### src/rtl/seg7_pkg.sv
// Shared seven-segment definitions: segment bit positions and the hex glyph table.
// Patterns are active-high, bit0 = a .. bit6 = g.
package seg7_pkg;

  localparam int SEG_A = 0;
  localparam int SEG_B = 1;
  localparam int SEG_C = 2;
  localparam int SEG_D = 3;
  localparam int SEG_E = 4;
  localparam int SEG_F = 5;
  localparam int SEG_G = 6;

  // Entries written g..a, indexed by the 4-bit digit value
  localparam logic [6:0] SEG_TABLE [16] = '{
    7'b0111111,  // 0
    7'b0000110,  // 1
    7'b1011011,  // 2
    7'b1001111,  // 3
    7'b1100110,  // 4
    7'b1101101,  // 5
    7'b1111101,  // 6
    7'b0000111,  // 7
    7'b1111111,  // 8
    7'b1101111,  // 9
    7'b1110111,  // A
    7'b1111100,  // b
    7'b0111001,  // C
    7'b1011110,  // d
    7'b1111001,  // E
    7'b1110001   // F
  };

endpackage

### src/rtl/seg7_decoder.sv
// Combinational hex-to-segment decoder producing the active-high pattern.
module seg7_decoder (
  input  logic [3:0] value,
  output logic [6:0] pattern
);
  import seg7_pkg::*;

  logic [6:0] row;

  // Segment order on the bus is tied to the named positions, not to table layout
  always_comb begin
    // NOTE: every combinational output is given a default first so no latch can be inferred.
    row     = SEG_TABLE[value];
    pattern = '0;
    pattern[SEG_A] = row[SEG_A];
    pattern[SEG_B] = row[SEG_B];
    pattern[SEG_C] = row[SEG_C];
    pattern[SEG_D] = row[SEG_D];
    pattern[SEG_E] = row[SEG_E];
    pattern[SEG_F] = row[SEG_F];
    pattern[SEG_G] = row[SEG_G];
  end

endmodule

### src/rtl/seg7_scan_driver.sv
// Multiplexed seven-segment driver: shadow capture, slot prescaler, digit scan,
// leading-zero and global blanking, polarity adjust and registered outputs.
module seg7_scan_driver #(
  parameter int NB_DIGITS           = 4,
  parameter int PRESCALE            = 50000,
  parameter int SEG_POLARITY        = 0,
  parameter int AN_POLARITY         = 0,
  parameter int BLANK_LEADING_ZEROS = 1
) (
  input  logic                   Clk,
  input  logic                   Reset,
  input  logic [4*NB_DIGITS-1:0] Digits,
  input  logic [NB_DIGITS-1:0]   DpMask,
  input  logic                   Load,
  input  logic                   Blank,
  output logic [6:0]             Seg,
  output logic                   Dp,
  output logic [NB_DIGITS-1:0]   An,
  output logic                   ScanTick
);
  import seg7_pkg::*;

  localparam int   PS_W    = $clog2(PRESCALE);
  localparam int   IDX_W   = (NB_DIGITS > 1) ? $clog2(NB_DIGITS) : 1;
  localparam logic AN_INV  = (AN_POLARITY == 0);
  localparam logic SEG_INV = (SEG_POLARITY == 0);

  logic [PS_W-1:0]        prescaler;
  logic [IDX_W-1:0]       index;
  logic [4*NB_DIGITS-1:0] shadowDigits;
  logic [NB_DIGITS-1:0]   shadowDp;
  logic                   tick;

  logic [NB_DIGITS-1:0] lzBlank;
  logic [NB_DIGITS-1:0] anOneHot;
  logic [3:0]           selDigit;
  logic                 selDp;
  logic                 selBlank;
  logic                 slotOff;
  logic                 upperZero;
  logic [6:0]           pattern;

  assign tick = (prescaler == PS_W'(PRESCALE - 1));

  // A digit is a leading zero when it and every more significant digit are zero
  always_comb begin
    upperZero = 1'b1;
    lzBlank   = '0;
    for (int i = NB_DIGITS - 1; i >= 0; i--) begin
      upperZero  = upperZero && (shadowDigits[i*4 +: 4] == 4'd0);
      lzBlank[i] = (BLANK_LEADING_ZEROS != 0) && (i != 0) && upperZero;
    end
  end

  always_comb begin
    selDigit = '0;
    selDp    = 1'b0;
    selBlank = 1'b0;
    anOneHot = '0;
    for (int i = 0; i < NB_DIGITS; i++) begin
      if (index == IDX_W'(i)) begin
        selDigit    = shadowDigits[i*4 +: 4];
        selDp       = shadowDp[i];
        selBlank    = lzBlank[i];
        anOneHot[i] = 1'b1;
      end
    end
  end

  assign slotOff = Blank || selBlank;

  seg7_decoder uDecoder (
    .value   (selDigit),
    .pattern (pattern)
  );

  always_ff @(posedge Clk) begin
    // NOTE: sequential state uses non-blocking assignments so every register samples pre-edge values.
    if (Reset) begin
      prescaler    <= '0;
      index        <= '0;
      // NOTE: the shadow registers are reset because a cleared shadow must show a single 0 afterwards.
      shadowDigits <= '0;
      shadowDp     <= '0;
      ScanTick     <= 1'b0;
      An           <= {NB_DIGITS{AN_INV}};
      Seg          <= {7{SEG_INV}};
      Dp           <= SEG_INV;
    end else begin
      prescaler <= tick ? '0 : prescaler + 1'b1;
      if (tick) begin
        index <= (index == IDX_W'(NB_DIGITS - 1)) ? '0 : index + 1'b1;
      end
      if (Load) begin
        shadowDigits <= Digits;
        shadowDp     <= DpMask;
      end
      ScanTick <= tick;
      // Outputs are decoded in active-high form, then flipped to the pin polarity
      An  <= (slotOff ? '0 : anOneHot) ^ {NB_DIGITS{AN_INV}};
      Seg <= (slotOff ? 7'd0 : pattern) ^ {7{SEG_INV}};
      Dp  <= (!slotOff && selDp) ^ SEG_INV;
    end
  end

endmodule
### config.mk
export PLATFORM = sky130hd
export DESIGN_NAME = seg7_scan_driver
export DESIGN_NICKNAME = d
export VERILOG_FILES = /design/src/rtl/seg7_pkg.sv /design/src/rtl/seg7_decoder.sv /design/src/rtl/seg7_scan_driver.sv
export SDC_FILE = /design/constraint.sdc
export NUM_CORES = 1
export LEC_CHECK = 0
export ABC_AREA = 1
export CAP_MARGIN = 25
export CORE_MARGIN = 2
export CORE_UTILIZATION = 30
export DETAILED_ROUTE_END_ITERATION = 12
export PLACE_DENSITY_LB_ADDON = 0.25
export SLEW_MARGIN = 10
export SYNTH_ARGS = -nofsm -noshare
export SYNTH_HDL_FRONTEND = slang
export SYNTH_SLANG_ARGS = --single-unit
export TNS_END_PERCENT = 20
### constraint.sdc
create_clock -name Clk -period 2.4 [get_ports Clk]
set_input_delay 0.48 -clock Clk [delete_from_list [all_inputs] [get_ports Clk]]
set_output_delay 0.48 -clock Clk [all_outputs]
set_load 0.01 [all_outputs]
==> impl_summary.md <==
Floorplanning
The die outline width is 93.7 um. In this run the count of I/O pins placed on the die edge is 37. The die extent in y is between 90 and 100 um.

The effective utilization at floorplan is between 30% and 40%. The core region is approximately 0.0078 mm2. The floorplan step defined a die boundary enclosing roughly 0.009 mm2. The number of core rows is 32.

Cells and area
The post-route cell area is 0.00299 mm2. The post-route core utilization is 38.5%. The multi-input combinational cell area is around 0.0012 mm2. Summing all flip-flop and latch instances after layout gives between 0.001 and 0.0015 mm2.

In the final layout, the share of cells above drive strength 1 is between 10% and 20%. The final-stage net count is 397. The number of fillers in the final layout is about 830. The antenna cell count is 0. The layout overhead on the synthesized area is 23.9%.

Pwr
The static leakage is between 0.001 and 0.0015 uW. The worst vdd rail ir drop is 0.000209 V. The total power density per cell area is around 550 mW/mm2.

Clock tree
The clock drives 51 sinks. Post-CTS repair changed the size of 0 cells. TritonCTS created 5 clock buffers. The master cell of the clock root buffer is clkbuf_8. The CTS tree is built. The post-CTS clock slew at the launch and capture registers of the worst setup and hold paths is 90 ps. The count of buffers added by post-CTS timing repair for setup is 0.

The count of H-tree levels built during CTS is 2. Counting along the longest clock path gives a buffer depth of 2. The clock latency of the later-clocked register in the worst-skew pair is just over 300 ps. Buffers inserted to repair hold after CTS numbered 0.

Hold path
In this run the worst hold path is classified as flip-flop to flip-flop.

Timing
The worst hold margin is 454 ps. Setup violations remaining at the end of the flow were counted as 0. Setup repair after global routing left no endpoint under its margin. For this run, the top clock speed supported by timing is about 0.47 GHz. Between clock sinks in the finished design, the worst skew comes to slightly above 6 ps.

The shortest period the worst path allows is ~2100 ps. For the pin with the worst max-slew slack, the measured transition is around 500 ps. The sum of negative setup slack is 0 ps. The worst pin sits at a relative slew slack of about two thirds. After layout, the worst path uses between 80% and 90% of the clock period. The number of hold violations in the final report was 0. The max-slew violation count came to 0. The worst-case setup margin in the final layout is roughly 260 ps.

Detailed routing
Dividing the detail-routed wire length by the instance count gives 11.2 um. The routed via count divided by cell count is ~4.5. In the routed design, unresolved DRC markers number 0.

The first routing iteration left 60 violations. In this run the remaining antenna-violating nets after routing total 0. The final layout contains routed wiring with a total length of roughly 5.2 mm. The routed layout has between 2,000 and 2,500 vias. The total iterations of the first detailed-routing run is 4.

Global routing
The number of global-route vias before repair is 1,956. The first-pass GRT wire length is 8.83 mm. The maximum number of pins on one net before global-route repair is 22. The leftover overflow at the end of global routing is 0.

The initial antenna violation count came to 0. The total routing resource utilization after global routing is 12.6%.

Worst setup path
The buffers plus inverters on the worst setup path is 3. The critical path ends at Seg[1]$_SDFF_PP1_. Tracing the worst setup path back leads to its startpoint at index[0]$_SDFFE_PP0P_. The endpoint type of the worst setup path is a flip-flop.

The peak per-stage delay on the critical path is roughly 380 ps. The critical path crosses 12 cells after its start point. The number of cells on the worst reg-to-reg path is 12. The cell that appears most often on the critical path is nand2_1. The critical path is of the flip-flop to flip-flop type. The category of cells accounting for the largest share of critical-path delay is adder cells. The reg-to-reg startpoint is index[0]$_SDFFE_PP0P_. Data arrives at the worst endpoint at 2330 ps. The setup slack on the worst flop-to-flop path is between 200 and 300 ps. STA classifies the critical path startpoint as a flip-flop. The critical register-to-register path endpoint is Seg[1]$_SDFF_PP1_. The maximum net fanout on the critical path is 9. The cell with the largest stage delay on the worst path is dfxtp_1. The critical path goes through inv_1 > ha_1 > a21oi_1 > nand2_1 > a21boi_2 > inv_1 > ha_1 > inv_1 > nand2_1 > nand2_1 > nand2_1 > nand2_1. Data on the critical path is required at its endpoint by around 2600 ps.

Synth
By area the synthesized netlist is led by dfxtp_1 (42%), nand2_1 (9.5%), nor2_1 (7.6%). In this run, synthesis produced a sequential element count of 51. The top cell type's share of synthesized area is approximately 42%. After synthesis, the netlist uses 33 different library cells.

The count of warnings emitted by yosys is 0. The post-synthesis cell area is between 0.002 and 0.0025 mm2. After synthesis, the mean cell area works out to around 7.4 um2.

Synthesis produced a netlist whose cell count is ~320. The post-synth net total is approximately 360. The sequential cell area fraction in the yosys report is between 40% and 50%. The largest area contributor in the netlist is dfxtp_1.

Placement
Once detailed placement completed, the half-perimeter wirelength came to 3.94 mm. The placement-stage worst setup slack is between 200 and 300 ps. Routability-driven placement finished with a final weighted congestion of 0.829. The post-place instance area is 0.00289 mm2.

The number of I/O port buffers is 36.

Outcome
The flow ran to the end, and the final reports show no timing, DRC or antenna violations.

Flow run
Across the run, the number of max-cap violations was 0.
-- per-layer routing --
metal / wire, um / part of all wire (%) / GRT usage, % / vias up
met2: 2260 / 44 / 19.8 / 43
met1: 2650 / 51 / 17.1 / 939
li1: - / - / - / 1123
met5: 0 / 0 / 0 / -
met3: 202 / 3.9 / 2.65 / 6
met4: 79 / 1.5 / 4.35 / 0
-- through the flow --
stage                     std cells  power, uW
after floorplan                 324       1030
after global placement          457       1120
after detailed placement        457       1120
after CTS                       465       1660
after global routing            465       1730
final                           465       1630
-- flip-flops by register name, summed over array words and instances, names as in the netlist --
name          cells
Seg               7
Dp                1
ScanTick          1
prescaler        16
index             2
shadowDp          4
shadowDigits     16
An                4
-- report_power, final --
part / internal, uW / switching (uW) / total (uW)
registers: 882 / 19.7 / 902
clock network: 263 / 272 / 536
logic: 95.3 / 102 / 197
-- final cells by class --
| type | instances | share of cell area [%] |
|---|---|---|
| sequential | 51 | 34.2 |
| multi-input combinational | 233 | 41.2 |
| tap | 102 | 4.27 |
| timing repair buffer | 40 | 13.1 |
| inverter | 31 | 3.89 |
| clock buffer | 8 | 3.35 |
-- Yosys cell counts, drive strengths merged --
master  number
nand2       69
nor2        52
dfxtp       51
inv         31
nand3       27
o21ai       26
a21oi       24
ha          11
clkbuf       5
nor3         5
buf          4
nand4        4
or2          4
nor3b        3
o211ai       3
a21boi       2
xor2         2
nor4         1
-- cells by family after synthesis --
logic type / after synthesis / synth area share, %
adder cells (fa/ha/maj): 11 / 5.71
flip-flops: 51 / 42.3
AO/OA/AOI/OAI: 55 / 13.5
buffers and inverters: 40 / 6.54
XOR/XNOR: 2 / 0.727
AND/OR/NAND/NOR: 165 / 31.1
-- worst min-delay path by stage --
stage	startpoint	endpoint	slack, ps	depth (start not counted)
floorplan	prescaler[0]$_SDFF_PP0_	prescaler[0]$_SDFF_PP0_	420	1
global placement	prescaler[0]$_SDFF_PP0_	prescaler[0]$_SDFF_PP0_	430	1
detailed placement	prescaler[0]$_SDFF_PP0_	prescaler[0]$_SDFF_PP0_	440	1
CTS	prescaler[0]$_SDFF_PP0_	prescaler[0]$_SDFF_PP0_	460	1
global route	prescaler[0]$_SDFF_PP0_	prescaler[0]$_SDFF_PP0_	490	1
finish	prescaler[0]$_SDFF_PP0_	prescaler[0]$_SDFF_PP0_	450	1
-- cell usage in the layout (no fill, tap or decap), drive strengths merged --
cell type / instances
inv: 31
dfxtp: 51
buf: 4
nor3b: 3
nor3: 5
o211ai: 3
or2: 4
clkbuf: 8
nor4: 1
a21oi: 24
nand3: 27
nand2: 69
clkdlybuf4s50: 36
a21boi: 2
ha: 11
o21ai: 26
nand4: 4
nor2: 52
xor2: 2
Note: power is estimated with default switching activity, not from simulation.
